--- src/rtl/tv_sequencer.sv ---
// Test-vector sequencer. It fetches each vector from a synchronous ROM, applies it to the DUT
// with a one-cycle step, waits a settle time, and hands the captured DUT output to the uploader.
module tv_sequencer #(
    parameter int INPUT_WIDTH   = 16,
    parameter int OUTPUT_WIDTH  = 8,
    parameter int N_TV          = 256,
    parameter int LOG_N_TV      = 8,
    parameter int SETTLE_CYCLES = 2
) (
    input  logic                    clk,
    input  logic                    reset,
    input  logic                    start,
    input  logic                    abort,
    output logic [LOG_N_TV-1:0]     tv_addr,
    input  logic [INPUT_WIDTH-1:0]  tv_data,
    output logic [INPUT_WIDTH-1:0]  dut_in,
    output logic                    dut_step,
    input  logic [OUTPUT_WIDTH-1:0] dut_out,
    output logic                    res_valid,
    input  logic                    res_ready,
    output logic [OUTPUT_WIDTH-1:0] res_data,
    output logic [LOG_N_TV-1:0]     res_index,
    output logic                    busy,
    output logic                    done
);

    localparam int SETTLE_W    = (SETTLE_CYCLES > 1) ? $clog2(SETTLE_CYCLES) : 1;
    localparam int SETTLE_LAST = (SETTLE_CYCLES > 0) ? SETTLE_CYCLES - 1 : 0;

    localparam logic [LOG_N_TV-1:0] LAST_INDEX  = LOG_N_TV'(N_TV - 1);
    localparam logic [SETTLE_W-1:0] SETTLE_STOP = SETTLE_W'(SETTLE_LAST);

    typedef enum logic [2:0] {
        S_IDLE,
        S_FETCH,
        S_APPLY,
        S_SETTLE,
        S_RESULT,
        S_DONE
    } state_t;

    state_t              state;
    logic [LOG_N_TV-1:0] index;
    logic [SETTLE_W-1:0] settle_cnt;

    always_ff @(posedge clk or posedge reset) begin
        if (reset) begin
            state      <= S_IDLE;
            index      <= '0;
            settle_cnt <= '0;
            tv_addr    <= '0;
            dut_in     <= '0;
            dut_step   <= 1'b0;
            res_valid  <= 1'b0;
            res_data   <= '0;
            res_index  <= '0;
            busy       <= 1'b0;
            done       <= 1'b0;
        end else begin
            dut_step <= 1'b0;
            done     <= 1'b0;
            // abort outranks every transition, including a handshake in the same cycle
            if (abort) begin
                state     <= S_IDLE;
                res_valid <= 1'b0;
                busy      <= 1'b0;
            end else begin
                case (state)
                    S_IDLE: begin
                        if (start) begin
                            state   <= S_FETCH;
                            index   <= '0;
                            tv_addr <= '0;
                            busy    <= 1'b1;
                        end
                    end
                    S_FETCH: begin
                        dut_in   <= tv_data;
                        dut_step <= 1'b1;
                        state    <= S_APPLY;
                    end
                    S_APPLY: begin
                        if (SETTLE_CYCLES > 0) begin
                            state      <= S_SETTLE;
                            settle_cnt <= '0;
                        end else begin
                            state     <= S_RESULT;
                            res_valid <= 1'b1;
                            res_data  <= dut_out;
                            res_index <= index;
                        end
                    end
                    S_SETTLE: begin
                        if (settle_cnt == SETTLE_STOP) begin
                            state     <= S_RESULT;
                            res_valid <= 1'b1;
                            res_data  <= dut_out;
                            res_index <= index;
                        end else begin
                            settle_cnt <= settle_cnt + SETTLE_W'(1);
                        end
                    end
                    S_RESULT: begin
                        if (res_ready) begin
                            res_valid <= 1'b0;
                            if (index == LAST_INDEX) begin
                                state <= S_DONE;
                                done  <= 1'b1;
                            end else begin
                                index   <= index + LOG_N_TV'(1);
                                tv_addr <= index + LOG_N_TV'(1);
                                state   <= S_FETCH;
                            end
                        end
                    end
                    S_DONE: begin
                        state <= S_IDLE;
                        busy  <= 1'b0;
                    end
                    default: begin
                        state <= S_IDLE;
                        busy  <= 1'b0;
                    end
                endcase
            end
        end
    end

endmodule

--- config.mk ---
export PLATFORM = sky130hd
export DESIGN_NAME = tv_sequencer
export DESIGN_NICKNAME = d
export VERILOG_FILES = /design/src/rtl/tv_sequencer.sv
export SDC_FILE = /design/constraint.sdc
export NUM_CORES = 1
export LEC_CHECK = 0
export ABC_AREA = 1
export CORE_MARGIN = 2
export CORE_UTILIZATION = 45
export DETAILED_ROUTE_END_ITERATION = 8
export PLACE_DENSITY = 0.86
export SYNTH_ARGS = -nofsm -noshare
export SYNTH_HDL_FRONTEND = slang
export SYNTH_SLANG_ARGS = --single-unit
--- constraint.sdc ---
create_clock -name clk -period 2.2 [get_ports clk]
set_input_delay 0.55 -clock clk [delete_from_list [all_inputs] [get_ports clk]]
set_output_delay 0.55 -clock clk [all_outputs]
set_load 0.02 [all_outputs]
==> results of run 1 <==
==> layout by cell type (no fill, tap or decap) <==
master and n:
nand2_1 99, clkdlybuf4s50_1 72, dfrtp_1 48, inv_1 20
o21ai_1 16, nand3_1 13, nor2_1 11, o21ai_2 8
inv_2 5, clkbuf_8 5, o21ai_0 3, nand2_4 2
nor2_2 2, nand2_2 2, nor3_1 2, buf_4 2
nor2_8 1, nor3_2 1, nand3_2 1, nand3b_1 1
nor2_4 1, nand3_4 1, o211ai_1 1, o21a_1 1
a21oi_1 1, o21bai_1 1, or2_2 1, ha_1 1
bufinv_16 1, clkinv_2 1, clkinvlp_4 1, buf_12 1
==> worst paths after layout <==
path	depth (start not counted)	to	start	slack [ns]
hold / removal	2	dut_in[1]	dut_in[1]	0.48
setup / recovery	1	tv_addr[5]	index[5]	0.23
setup reg to reg	7	index[0]	index[1]	0.69
max in group asynchronous	3	res_index[2]	reset	1.38
hold reg to reg	2	dut_in[1]	dut_in[1]	0.48
min in group asynchronous	3	index[7]	reset	0.60
==> registers in the layout, summed over array words and instances, names as in the netlist <==
name        cells
settle_cnt      1
res_valid       1
busy            1
done            1
index           8
dut_in         16
res_index       8
dut_step        1
res_data        8
state           3
==> per-stage QoR <==
stage                     hold WS [ns]  setup slack [ns]  area, sq um  utilization  power (mW)
after floorplan                  0.487             0.506         2160            -        2.04
after global placement           0.456             0.297         2940        0.631        2.60
after detailed placement         0.464             0.228         2940        0.631        2.64
after CTS                        0.488             0.211         3050        0.655        3.27
after global routing             0.500             0.160         3050        0.655        3.45
final                            0.481             0.225         3050        0.655        3.24
==> final cells by class <==
| class | instances | area, sq um | area share |
|---|---|---|---|
| multi-input cells | 170 | 823 | 0.270 |
| well taps | 54 | 67.6 | 0.0221 |
| repair buffers | 75 | 756 | 0.248 |
| clock inverters | 3 | 42.5 | 0.0139 |
| inverters | 25 | 93.8 | 0.0307 |
| clock buffers | 5 | 68.8 | 0.0225 |
| flip-flops and latches | 48 | 1200 | 0.393 |
==> power by group through the flow <==
stage / sequential (mW) / clock (mW) / combinational [mW]
6_report: 1.27 / 0.629 / 1.34
5_1_grt: 1.31 / 0.674 / 1.47
4_1_cts: 1.27 / 0.644 / 1.36
3_5_place_dp: 1.29 / 0 / 1.35
3_3_place_gp: 1.28 / 0 / 1.32
2_1_floorplan: 1.55 / 0 / 0.493
==> per-layer routing <==
metal / wire length (microns) / global-route usage / part of all wire / vias to the layer above
met5: 0 / 0 / 0 / -
met4: 68 / 0.0626 / 0.014 / 0
met3: 230 / 0.0453 / 0.049 / 8
met2: 2340 / 0.312 / 0.50 / 46
met1: 2060 / 0.234 / 0.44 / 853
li1: - / - / - / 931
==> logic make-up after synthesis <==
| group | after synthesis |
|---|---|
| compound gates | 31 |
| fa+ha+maj | 1 |
| buf+inv | 31 |
| flops | 48 |
| simple gates | 138 |
==> impl_metrics.tcl, run 1 <==
set metrics [dict create \
    p_int_mw 2.06 \
    switching_share 0.365 \
    skew_ns 0.00628 \
    worstPathMaxFanout 7 \
    cts-htree-levels 2 \
    clkPwrFrac 0.194 \
    post_drt_wl_per_cell_microns 12.4 \
    antenna_found_initial 0 \
    worstSkewPairLatency_ns 0.30 \
    synth_fa_ha_area_frac 0.00579 \
    hold_class "flip-flop to flip-flop" \
    irDropWorstVdd_v 0.000451 \
    clock_sinks 48 \
    cp.required_ns 1.65 \
    critPathBufInv 1 \
    syn_area_sq_um 2160 \
    synth-simple-area-share 0.286 \
    avgSynthCellArea_sq_um 8.68 \
    routed_wl_microns 4710 \
    die_area_sq_um 5370 \
    synthMuxAreaShare 0 \
    synth_compound_area_frac 0.0892 \
    crit_family "buffers and inverters" \
    synth_async_sr_flop_share 1.00 \
    synth_fp_nets 279 \
    synth_top_cells_by_area "dfrtp_1 (56%), nand2_1 (17%), o21ai_1 (3.7%)" \
    synth_edf_count 0 \
    fillers 372 \
    dp.cells 372 \
    cp-end-kind "primary output" \
    numCtsBuffers 5 \
    yosysSeqAreaShare 0.556 \
    yosysTopAreaCell "dfrtp_1" \
    yosysMostFrequentCell "nand2_1" \
    period_share 0.898 \
    drc 0 \
    ys_ff_latch 48 \
    timing.critical_path.cells "clkdlybuf4s50_1" \
    max_stage_delay_ns 0.65 \
    cts-root-buf "clkbuf_8" \
    cts_tree "built" \
    die_h_microns 73.3 \
    p_leak_nw 1.42 \
    ys_top_cells_by_count "nand2_1 (99), dfrtp_1 (48), inv_1 (21)" \
    finalNetCount 355 \
    rows 25 \
    p_per_area_nw_per_um2 1060 \
    synthFlopType "dfrtp_1" \
    finalCriticalPeriod_ns 1.97 \
    clk_transition_reported_paths_ns 0.09 \
    synth_top_area_frac 0.556 \
    grt_pass1_wl_microns 7730 \
    die_x_microns 73.3 \
    crit_type "flip-flop to primary output" \
    via_per_inst 4.84 \
    hpwlAfterDp_microns 3430 \
    worstPathArrival_ns 1.42 \
    status "finished, final reports clean" \
    startpoint_type "flip-flop" \
    post_cts_buffers 0 \
    synth.distinct_cells 28 \
    grt_max_degree 49 \
    grt_pass1_vias 1785 \
    num_vias 1838 \
    port_buffers 72 \
    max-cap-violations 0 \
    worst_pin_slew_ns 0.297 \
    gp_congestion 0.918 \
    syn2layout_area_growth_pct 41.3 \
    hold_violations 0 \
    slew_viol_final 0 \
    grt-ovfl-total 0 \
    rsz0062_at_grt "no" \
    drt-pass1-iter-count 4 \
    final_cells 380 \
    globalRouteTotalUtil 0.185 \
    synthXorXnorAreaFrac 0 \
    setup-tns-final_ns 0 \
    slowest_stage "clkdlybuf4s50_1" \
    fp.coreArea_sq_um 4660 \
    setup_viol_count_final 0 \
    power_frac_seq 0.392 \
    fmax_mhz 506 \
    synth_top_family_by_area "simple AND/OR/NAND/NOR gates" \
    drt-initial-drc-count 51 \
    ys_warn_count 0 \
    pwr-share-comb 0.413 \
    slew_headroom 0.802 \
    p_switching_mw 1.18 \
    ant_nets 0 \
    drive_gt1_frac 0.110 \
    clockBufferDepth 2 \
    syn_inst 249 \
    initial_utilization 0.464 \
    hold_buffers 0 \
    antenna-diode-count 0 \
    ios 73 \
    postCtsResizedCells 0 \
]
No activity file was read; power rests on OpenSTA's default activity.
==> run 2: changes to the inputs <==
--- a/config.mk
+++ b/config.mk
@@ -5,11 +5,10 @@
 export SDC_FILE = /design/constraint.sdc
 export NUM_CORES = 1
 export LEC_CHECK = 0
-export ABC_AREA = 1
 export CORE_MARGIN = 2
 export CORE_UTILIZATION = 45
 export DETAILED_ROUTE_END_ITERATION = 8
-export PLACE_DENSITY = 0.86
+export PLACE_DENSITY = 0.87
 export SYNTH_ARGS = -nofsm -noshare
 export SYNTH_HDL_FRONTEND = slang
 export SYNTH_SLANG_ARGS = --single-unit
==> run 2 against run 1 <==
Compared with the run above: core utilization grew 3.0 points; combinational power shrank 23%; register-to-register slack got worse by 0.30 ns; largest power group is now sequential cells.
==> impl_metrics.tcl, run 2 <==
set metrics [dict create \
    yosysMostFrequentCell "dfrtp_1" \
    hold_buffers 0 \
    worstPathMaxFanout 7 \
    max_stage_delay_ns 0.66 \
    ys_warn_count 0 \
    multi_input_comb_area_sq_um 821 \
    syn_area_sq_um 2090 \
    drt-initial-drc-count 150 \
    fillers 333 \
    globalRouteTotalUtil 0.183 \
    cts-htree-levels 2 \
    synth_top_area_frac 0.575 \
    fp.coreArea_sq_um 4410 \
    timing.critical_path.cells "clkdlybuf4s50_1" \
    slew_viol_final 0 \
    cp-end-kind "primary output" \
    post_cts_buffers 0 \
    finalCriticalPeriod_ns 1.97 \
    clockBufferDepth 2 \
    regMostFlops "dut_in" \
    slew_headroom 0.690 \
    yosysSeqAreaShare 0.575 \
    initial_utilization 0.474 \
    synth_fp_nets 187 \
    cts-root-buf "clkbuf_8" \
    rsz0062_at_grt "no" \
    rows 24 \
    routed_wl_microns 4470 \
    via_per_inst 5.42 \
    grt_max_degree 21 \
    final_common_cell "clkdlybuf4s50_1" \
    avgSynthCellArea_sq_um 13.3 \
    die_area_sq_um 5210 \
    slowest_stage "clkdlybuf4s50_1" \
    syn2layout_area_growth_pct 44.6 \
    cts_tree "built" \
    finalNetCount 268 \
    synth_top_cells_by_area "dfrtp_1 (57%), mux2_2 (16%), a21oi_1 (1.9%)" \
    startpoint_type "flip-flop" \
    setup_viol_count_final 0 \
    ys_ff_latch 48 \
    worst_pin_slew_ns 0.465 \
    synthFlopType "dfrtp_1" \
    hold_class "flip-flop to flip-flop" \
    ys_top_cells_by_count "dfrtp_1 (48), mux2_2 (30), a21oi_1 (8), nor2_1 (8), nand2_1 (6)" \
    critPathBufInv 1 \
    worstPathArrival_ns 1.42 \
    seq_area_sq_um 1200 \
    crit_type "flip-flop to primary output" \
    antenna-diode-count 0 \
    ios 73 \
    setup-tns-final_ns 0 \
    synth_edf_count 0 \
    p_per_area_nw_per_um2 927 \
    drt-pass1-iter-count 4 \
    worstSkewPairLatency_ns 0.29 \
    status "finished, final reports clean" \
    irDropWorstVdd_v 0.000638 \
    drc 0 \
    hold_violations 0 \
    numCtsBuffers 5 \
    synth_async_sr_flop_share 1.00 \
    fmax_mhz 508 \
    p_leak_nw 1.31 \
    antenna_found_initial 0 \
    clock_sinks 48 \
    die_h_microns 72.2 \
    skew_ns 0.00612 \
    max-cap-violations 0 \
    final_util 0.685 \
    gp_congestion 0.835 \
    syn_inst 157 \
    grt_pass1_vias 1568 \
    largest_reg_flops 16 \
    die_x_microns 72.2 \
    hold_slack_ns 0.498 \
    post_drt_wl_per_cell_microns 15.4 \
    final_cell_mix "clkdlybuf4s50_1 (72), dfrtp_1 (48), mux2_2 (30)" \
    yosysTopAreaCell "dfrtp_1" \
    ant_nets 0 \
    postCtsResizedCells 0 \
    synth.distinct_cells 41 \
    grt-ovfl-total 0 \
    port_buffers 72 \
    crit_family "buffers and inverters" \
    period_share 0.896 \
    hpwlAfterDp_microns 3230 \
    cp.required_ns 1.65 \
    drive_gt1_frac 0.231 \
    grt_pass1_wl_microns 7390 \
    clk_transition_reported_paths_ns 0.08 \
    num_vias 1571 \
]
==> run 2: cell count changes in the layout (fill, tap and decap cells not counted), moves of 4 or more <==
cell,delta
a21oi_1,+7
buf_4,+5
inv_1,-19
inv_2,-4
mux2_2,+30
nand2_1,-93
nand3_1,-11
o21ai_1,-15
o21ai_2,-8
==> run 2: kinds of logic (layout without fill, tap and decap cells) <==
| group | after synthesis | in the layout | synth area share |
|---|---|---|---|
| simple gates | 38 | 38 | 0.124 |
| fa+ha+maj | 1 | 1 | 0.00598 |
| buf+inv | 10 | 91 | 0.0329 |
| compound gates | 26 | 26 | 0.0802 |
| mux | 34 | 34 | 0.183 |
| flops | 48 | 48 | 0.575 |
==> run 2: stage by stage <==
stage	setup WS, ns	cell area, sq um	total power, mW	std cells
finish	0.230	3020	2.80	290
global route	0.157	3020	2.95	290
CTS	0.211	3020	2.84	290
detailed placement	0.00497	2930	2.27	283
global placement	0.0947	2930	2.24	283
floorplan	0.402	2090	1.75	157
==> run 2: path summary, 6_finish.rpt <==
kind | from | endpoint | slack (ns) | depth (start not counted)
worst max-delay path | index[0] | tv_addr[0] | 0.23 | 1
worst min-delay path | dut_in[2] | dut_in[2] | 0.50 | 1
worst max register to register | index[0] | index[5] | 0.39 | 5
worst min register to register | dut_in[2] | dut_in[2] | 0.50 | 1
max in group asynchronous | reset | dut_in[8] | 1.12 | 3
min in group asynchronous | reset | dut_in[2] | 0.57 | 2
==> run 2: per-layer routing <==
layer	track usage	up-vias	share of wire
li1	-	737	-
met5	0	-	0
met3	0.0736	5	0.084
met4	0.0377	0	0.0081
met2	0.301	61	0.49
met1	0.231	768	0.41
==> run 2: cell type report <==
class                   count  share of cell area
well taps                  52              0.0215
clock buffers               7              0.0319
repair buffers             82               0.276
multi-input cells          99               0.271
flip-flops and latches     48               0.397
inverters                   2             0.00248
==> run 2: where the power goes <==
part	internal, mW	switching [mW]
registers	1.09	0.131
logic	0.568	0.458
clock network	0.280	0.272
total	1.94	0.861
